## src/rtl/icb_arb_pkg.sv

```systemverilog
// Shared types for the 2:1 ICB arbiter (state encoding, master id, limits).
// Default data width comes from ICB_WIDTH; 32 when the build does not set it.
`ifndef ICB_WIDTH
`define ICB_WIDTH 32
`endif

package icb_arb_pkg;

   localparam int unsigned OUTSTANDING_MAX = 4;

   typedef enum logic {
      IDLE = 1'b0,
      LOCK = 1'b1
   } arb_state_e;

   typedef logic mst_id_t;

endpackage

```

## src/rtl/icb_arb_route_fifo.sv

```systemverilog
// Route FIFO: remembers which master owns each outstanding command, oldest first.
module icb_arb_route_fifo
   import icb_arb_pkg::*;
#(
   parameter int unsigned DEPTH = 2
) (
   input  logic    clk,
   input  logic    rst_n,
   input  logic    push,
   input  mst_id_t push_id,
   input  logic    pop,
   output mst_id_t head_id,
   output logic    full,
   output logic    empty
);

   localparam int unsigned PW = (DEPTH > 1) ? $clog2(DEPTH) : 1;
   localparam int unsigned CW = $clog2(DEPTH + 1);

   mst_id_t        mem [2**PW];
   logic [PW-1:0]  wr_ptr;
   logic [PW-1:0]  rd_ptr;
   logic [CW-1:0]  count;

   // Pointers wrap at DEPTH, which need not be a power of two.
   function automatic logic [PW-1:0] ptr_inc(input logic [PW-1:0] p);
      return (p == PW'(DEPTH - 1)) ? '0 : p + PW'(1);
   endfunction

   // Storage, pointers and occupancy; push+pop together leaves count unchanged.
   always_ff @(posedge clk) begin
      if (!rst_n) begin
         wr_ptr <= '0;
         rd_ptr <= '0;
         count  <= '0;
      end else begin
         if (push) begin
            mem[wr_ptr] <= push_id;
            wr_ptr      <= ptr_inc(wr_ptr);
         end
         if (pop) begin
            rd_ptr <= ptr_inc(rd_ptr);
         end
         if (push && !pop) begin
            count <= count + CW'(1);
         end else if (pop && !push) begin
            count <= count - CW'(1);
         end
      end
   end

   assign head_id = mem[rd_ptr];
   assign full    = (count == CW'(DEPTH));
   assign empty   = (count == '0);

endmodule

```

## src/rtl/icb_arbiter_2to1.sv

```systemverilog
// Two-master to one-slave ICB arbiter with response routing.
// ICB_ARB_RR_EN: round-robin between contending masters; otherwise master 0 wins.
module icb_arbiter_2to1
   import icb_arb_pkg::*;
#(
   parameter int unsigned OUTSTANDING = 2,
   parameter int unsigned AW          = `ICB_WIDTH
) (
   input  logic                  clk,
   input  logic                  rst_n,
   input  logic [1:0]            m_icb_cmd_valid,
   output logic [1:0]            m_icb_cmd_ready,
   input  logic [2*AW-1:0]       m_icb_cmd_addr,
   input  logic [1:0]            m_icb_cmd_read,
   input  logic [2*AW-1:0]       m_icb_cmd_wdata,
   input  logic [2*(AW/8)-1:0]   m_icb_cmd_wmask,
   output logic [1:0]            m_icb_rsp_valid,
   input  logic [1:0]            m_icb_rsp_ready,
   output logic [2*AW-1:0]       m_icb_rsp_rdata,
   output logic [1:0]            m_icb_rsp_err,
   output logic                  s_icb_cmd_valid,
   input  logic                  s_icb_cmd_ready,
   output logic [AW-1:0]         s_icb_cmd_addr,
   output logic                  s_icb_cmd_read,
   output logic [AW-1:0]         s_icb_cmd_wdata,
   output logic [AW/8-1:0]       s_icb_cmd_wmask,
   input  logic                  s_icb_rsp_valid,
   output logic                  s_icb_rsp_ready,
   input  logic [AW-1:0]         s_icb_rsp_rdata,
   input  logic                  s_icb_rsp_err
);

   localparam int unsigned MW = AW / 8;

   arb_state_e state_q;
   arb_state_e state_d;
   mst_id_t    lock_q;
   mst_id_t    lock_d;
   mst_id_t    winner_c;
   mst_id_t    grant_c;
   mst_id_t    head_id;
   logic       cmd_hs;
   logic       rsp_hs;
   logic       fifo_full;
   logic       fifo_empty;

`ifdef ICB_ARB_RR_EN
   mst_id_t    rr_q;

   // Priority passes to the other master after every granted command.
   always_ff @(posedge clk) begin
      if (!rst_n) begin
         rr_q <= 1'b0;
      end else if (cmd_hs) begin
         rr_q <= ~grant_c;
      end
   end

   assign winner_c = (m_icb_cmd_valid == 2'b11) ? rr_q : 1'(m_icb_cmd_valid == 2'b10);
`else
   assign winner_c = 1'(m_icb_cmd_valid == 2'b10);
`endif

   // State and lock registers.
   always_ff @(posedge clk) begin
      if (!rst_n) begin
         state_q <= IDLE;
         lock_q  <= 1'b0;
      end else begin
         state_q <= state_d;
         lock_q  <= lock_d;
      end
   end

   // Grant selection, slave command valid, master readies and lock transitions.
   always_comb begin
      state_d         = state_q;
      lock_d          = lock_q;
      grant_c         = winner_c;
      m_icb_cmd_ready = 2'b00;

      if (state_q == LOCK) begin
         grant_c = lock_q;
      end

      s_icb_cmd_valid          = m_icb_cmd_valid[grant_c] & ~fifo_full;
      cmd_hs                   = s_icb_cmd_valid & s_icb_cmd_ready;
      m_icb_cmd_ready[grant_c] = s_icb_cmd_ready & ~fifo_full & m_icb_cmd_valid[grant_c];

      case (state_q)
         IDLE: begin
            if (s_icb_cmd_valid && !s_icb_cmd_ready) begin
               state_d = LOCK;
               lock_d  = grant_c;
            end
         end
         LOCK: begin
            if (cmd_hs) begin
               state_d = IDLE;
            end
         end
         default: state_d = IDLE;
      endcase
   end

   // Command payload forwarded from the granted master.
   assign s_icb_cmd_addr  = grant_c ? m_icb_cmd_addr[2*AW-1:AW]  : m_icb_cmd_addr[AW-1:0];
   assign s_icb_cmd_wdata = grant_c ? m_icb_cmd_wdata[2*AW-1:AW] : m_icb_cmd_wdata[AW-1:0];
   assign s_icb_cmd_wmask = grant_c ? m_icb_cmd_wmask[2*MW-1:MW] : m_icb_cmd_wmask[MW-1:0];
   assign s_icb_cmd_read  = m_icb_cmd_read[grant_c];

   // Responses go to the master at the FIFO head; nothing is routed when empty.
   always_comb begin
      m_icb_rsp_valid          = 2'b00;
      m_icb_rsp_valid[head_id] = s_icb_rsp_valid & ~fifo_empty;
      s_icb_rsp_ready          = m_icb_rsp_ready[head_id] & ~fifo_empty;
      rsp_hs                   = s_icb_rsp_valid & s_icb_rsp_ready;
   end

   assign m_icb_rsp_rdata = {2{s_icb_rsp_rdata}};
   assign m_icb_rsp_err   = {2{s_icb_rsp_err}};

   icb_arb_route_fifo #(
      .DEPTH (OUTSTANDING)
   ) u_route_fifo (
      .clk     (clk),
      .rst_n   (rst_n),
      .push    (cmd_hs),
      .push_id (grant_c),
      .pop     (rsp_hs),
      .head_id (head_id),
      .full    (fifo_full),
      .empty   (fifo_empty)
   );

endmodule
```

## config.mk

```make
export PLATFORM = sky130hd
export DESIGN_NAME = icb_arbiter_2to1
export DESIGN_NICKNAME = d
export VERILOG_FILES = /design/src/rtl/icb_arb_pkg.sv /design/src/rtl/icb_arb_route_fifo.sv /design/src/rtl/icb_arbiter_2to1.sv
export SDC_FILE = /design/constraint.sdc
export NUM_CORES = 1
export LEC_CHECK = 0
export CORE_AREA = 2 2 125 127
export CTS_CLUSTER_DIAMETER = 80
export DETAILED_ROUTE_END_ITERATION = 8
export DIE_AREA = 0 0 127 129
export GPL_TIMING_DRIVEN = 0
export PLACE_DENSITY = 0.54
export SLEW_MARGIN = 20
export SYNTH_ARGS = -nofsm -noshare
export SYNTH_HDL_FRONTEND = slang
export SYNTH_HIERARCHICAL = 1
export SYNTH_SLANG_ARGS = --single-unit
```

## constraint.sdc

```tcl
create_clock -name clk -period 2.4 [get_ports clk]
set_clock_uncertainty 0.2 [all_clocks]
set_input_delay 0.6 -clock clk [delete_from_list [all_inputs] [get_ports clk]]
set_output_delay 0.6 -clock clk [all_outputs]
set_load 0.02 [all_outputs]
```

==> flow_summary_export.csv <==
group,metric,value,unit
place,port-buffer-count,286,
routing,drtAntennaViolNets,0,
power_and_ir_drop,p_total,0.00249,W
critical_path,rrSetupSlack,0.18,ns
final_layout,fin_util,39.0,%
sta,maxSlewViolCount,0,
logic_synthesis,synth_nets,372,
critical_path,crit_type,"input pin to primary output",
logic_synthesis,synth_enable_flop_cells,2,
routing,drt-wirelength-per-cell,14.6,um
logic_synthesis,synthTopCellsByCount,"buf_4, mux2_2, mux2_4",
die,coreArea,15000,um2
sta,hold_viol,0,
logic_synthesis,seq_area_frac_synth,10.6,%
logic_synthesis,synthDistinctLibCells,31,
routing,drt_iter0_markers,39,
logic_synthesis,synth_top_area_share,31.5,%
grt,antenna_found_initial,0,
clock_network,insertion_delay,0.24,ns
critical_path,start_kind,"input pin",
grt,grt_pass1_wl,14800,um
critical_path,cp_data_arrival_time,1.77,ns
grt,grt-ovfl-total,0,
clock_network,cts-htree-levels,1,
die,num_io_pins,320,
final_layout,num-fill-cells,1472,
clock_network,clk_path_buf_depth,2,
sta,finalCritPeriodShare,107,%
clock_network,clock-root-buffer,"clkbuf_16",
power_and_ir_drop,p_per_area,425,nW/um2
routing,dr.pass1.iters,4,
routing,vias,2560,
final_layout,ff_latch_area,205,um2
final_layout,finalNetCount,686,
sta,fmax,0.389,GHz
critical_path,crit_fanout,5,
place,dp_hpwl,8290,um
die,die_w,127,um
clock_network,clk_pin_slew,0.04,ns
die,std_cell_rows,45,
die,die_area,16400,um2
routing,via_per_inst,3.69,
critical_path,crit_path_end_kind,"primary output",
logic_synthesis,synth_warnings,6,
sta,final.min_clock_period,2.57,ns
sta,rsz0062_at_grt,"yes",
sta,slew_headroom,77.1,%
clock_network,cts_tree,"yes",
place,place_congestion,0.817,
logic_synthesis,synthesis.instances,192,
final_layout,syn2layout_area_growth,209,%
logic_synthesis,yosysTopAreaCell,"mux2_2",
critical_path,required,1.60,ns
logic_synthesis,netlist_area,1890,um2
status,status,"finished, violations left",
power_and_ir_drop,p_leak,2.76,nW
sta,fin_ws,-0.174,ns
routing,drcViolationCount,0,
final_layout,antenna_cells,0,
final_layout,multiInputGateArea,1380,um2
clock_network,hold_buffers,0,
hold_path,hold_path_class,"flop to flop",
logic_synthesis,async_flop_share,0,%
logic_synthesis,synthTopCellsByArea,"mux2_2, buf_4, mux2_4",
sta,tightest_slew,0.343,ns
die,die_h,129,um
die,start_util,12.6,%
grt,grt_max_degree,10,
logic_synthesis,yosysMostFrequentCell,"buf_4",
grt,grt_usage,11.3,%
sta,timing.final.setup_violations,69,
final_layout,drive_above_1_share,51.7,%
power_and_ir_drop,ir_worst_vdd,0.000284,V
clock_network,cts.sinks,9,
logic_synthesis,synth-seq-cells,9,
grt,grt_pass1_vias,2882,
clock_network,numCtsBuffers,3,
logic_synthesis,synth_ff_type,"dfxtp_1",
routing,wl,10100,um
logic_synthesis,syn_area_per_cell,9.87,um2
status,violations,"negative setup slack",
flow_run,cap_violations,0,
cell families (layout without fill, tap and decap cells):
family	after synthesis	in the layout	synth area share, %
AOI/OAI and AO/OA	9	9	5.09
DFF	9	9	10.6
xor gates and xnor gates	4	4	1.85
buffers and inverters	77	390	31.1
and+or+nand+nor	20	20	6.08
adders and majority gates	1	1	0.660
muxes	72	72	44.6
worst max-delay path: stages:
cell,delay [ns]
buf_8,0.08
nor2_4,0.03
a22oi_4,0.21
buf_6,0.17
buf_12,0.11
buf_8,0.12
mux2_4,0.31
buf_6,0.13
final timing paths:
path | startpoint | to | depth (start not counted)
hold reg to reg | u_route_fifo/count[1] | u_route_fifo/count[1] | 2
setup reg to reg | lock_q | u_route_fifo/count[1] | 8
setup / recovery | m_icb_cmd_valid[0] | s_icb_cmd_wdata[2] | 8
hold / removal | u_route_fifo/count[1] | u_route_fifo/count[1] | 2
cells in the final DEF (no fill, tap or decap), types with 2 or more instances in the layout:
master,instances
and2_1,4
and2_4,2
buf_12,10
buf_16,4
buf_2,2
buf_4,71
buf_6,78
buf_8,6
clkbuf_16,3
clkdlybuf4s15_1,2
clkdlybuf4s50_1,207
dfxtp_1,5
edfxtp_1,2
inv_1,3
mux2_4,69
nor2_1,4
o21ai_0,2
xor2_1,2
metrics by stage:
stage | cells | hold slack, ns | setup TNS, ns | worst slack (ns) | cell area (um2)
after floorplan | 192 | 0.266 | 0 | 0.0293 | 1890
after global placement | 666 | 0.279 | -92.52 | -1.33 | 4990
after detailed placement | 666 | 0.303 | -93.66 | -1.34 | 4990
after CTS | 695 | 0.310 | -10.59 | -0.252 | 5840
after global routing | 693 | 0.357 | -11.72 | -0.242 | 5850
final | 693 | 0.315 | -8.24 | -0.174 | 5850
area by class of cell:
cell class / count / area share, %
Clock inverter: 1 / 0.0856
Inverter: 4 / 0.257
Tap cell: 188 / 4.02
Multi-Input combinational cell: 106 / 23.6
Timing Repair Buffer: 310 / 57.0
Sequential cell: 9 / 3.51
Clock buffer: 3 / 1.28
Buffer: 72 / 10.3
report_power, final:
part / internal [W] / leakage, nW / switching [W]
logic: 0.00120 / 2.64 / 0.000745
registers: 0.000198 / 0.0771 / 0.0000450
clock network: 0.000220 / 0.0409 / 0.0000808
total: 0.00162 / 2.76 / 0.000870
layer usage:
layer / wire length (um) / global-route usage, %
met1: 3300 / 11.6
met2: 5670 / 22.6
met3: 1080 / 3.87
met4: 71 / 1.29
met5: 0 / 0
what timing repair did:
action | 4_1_cts | 5_1_grt
buffers inserted | 18 | 4
resized for setup | 523 | 39
gates cloned | 7 | 0
pin swaps | 2 | 6
setup endpoints to repair | 79 | 76
Power figures use the tool's default switching activity.
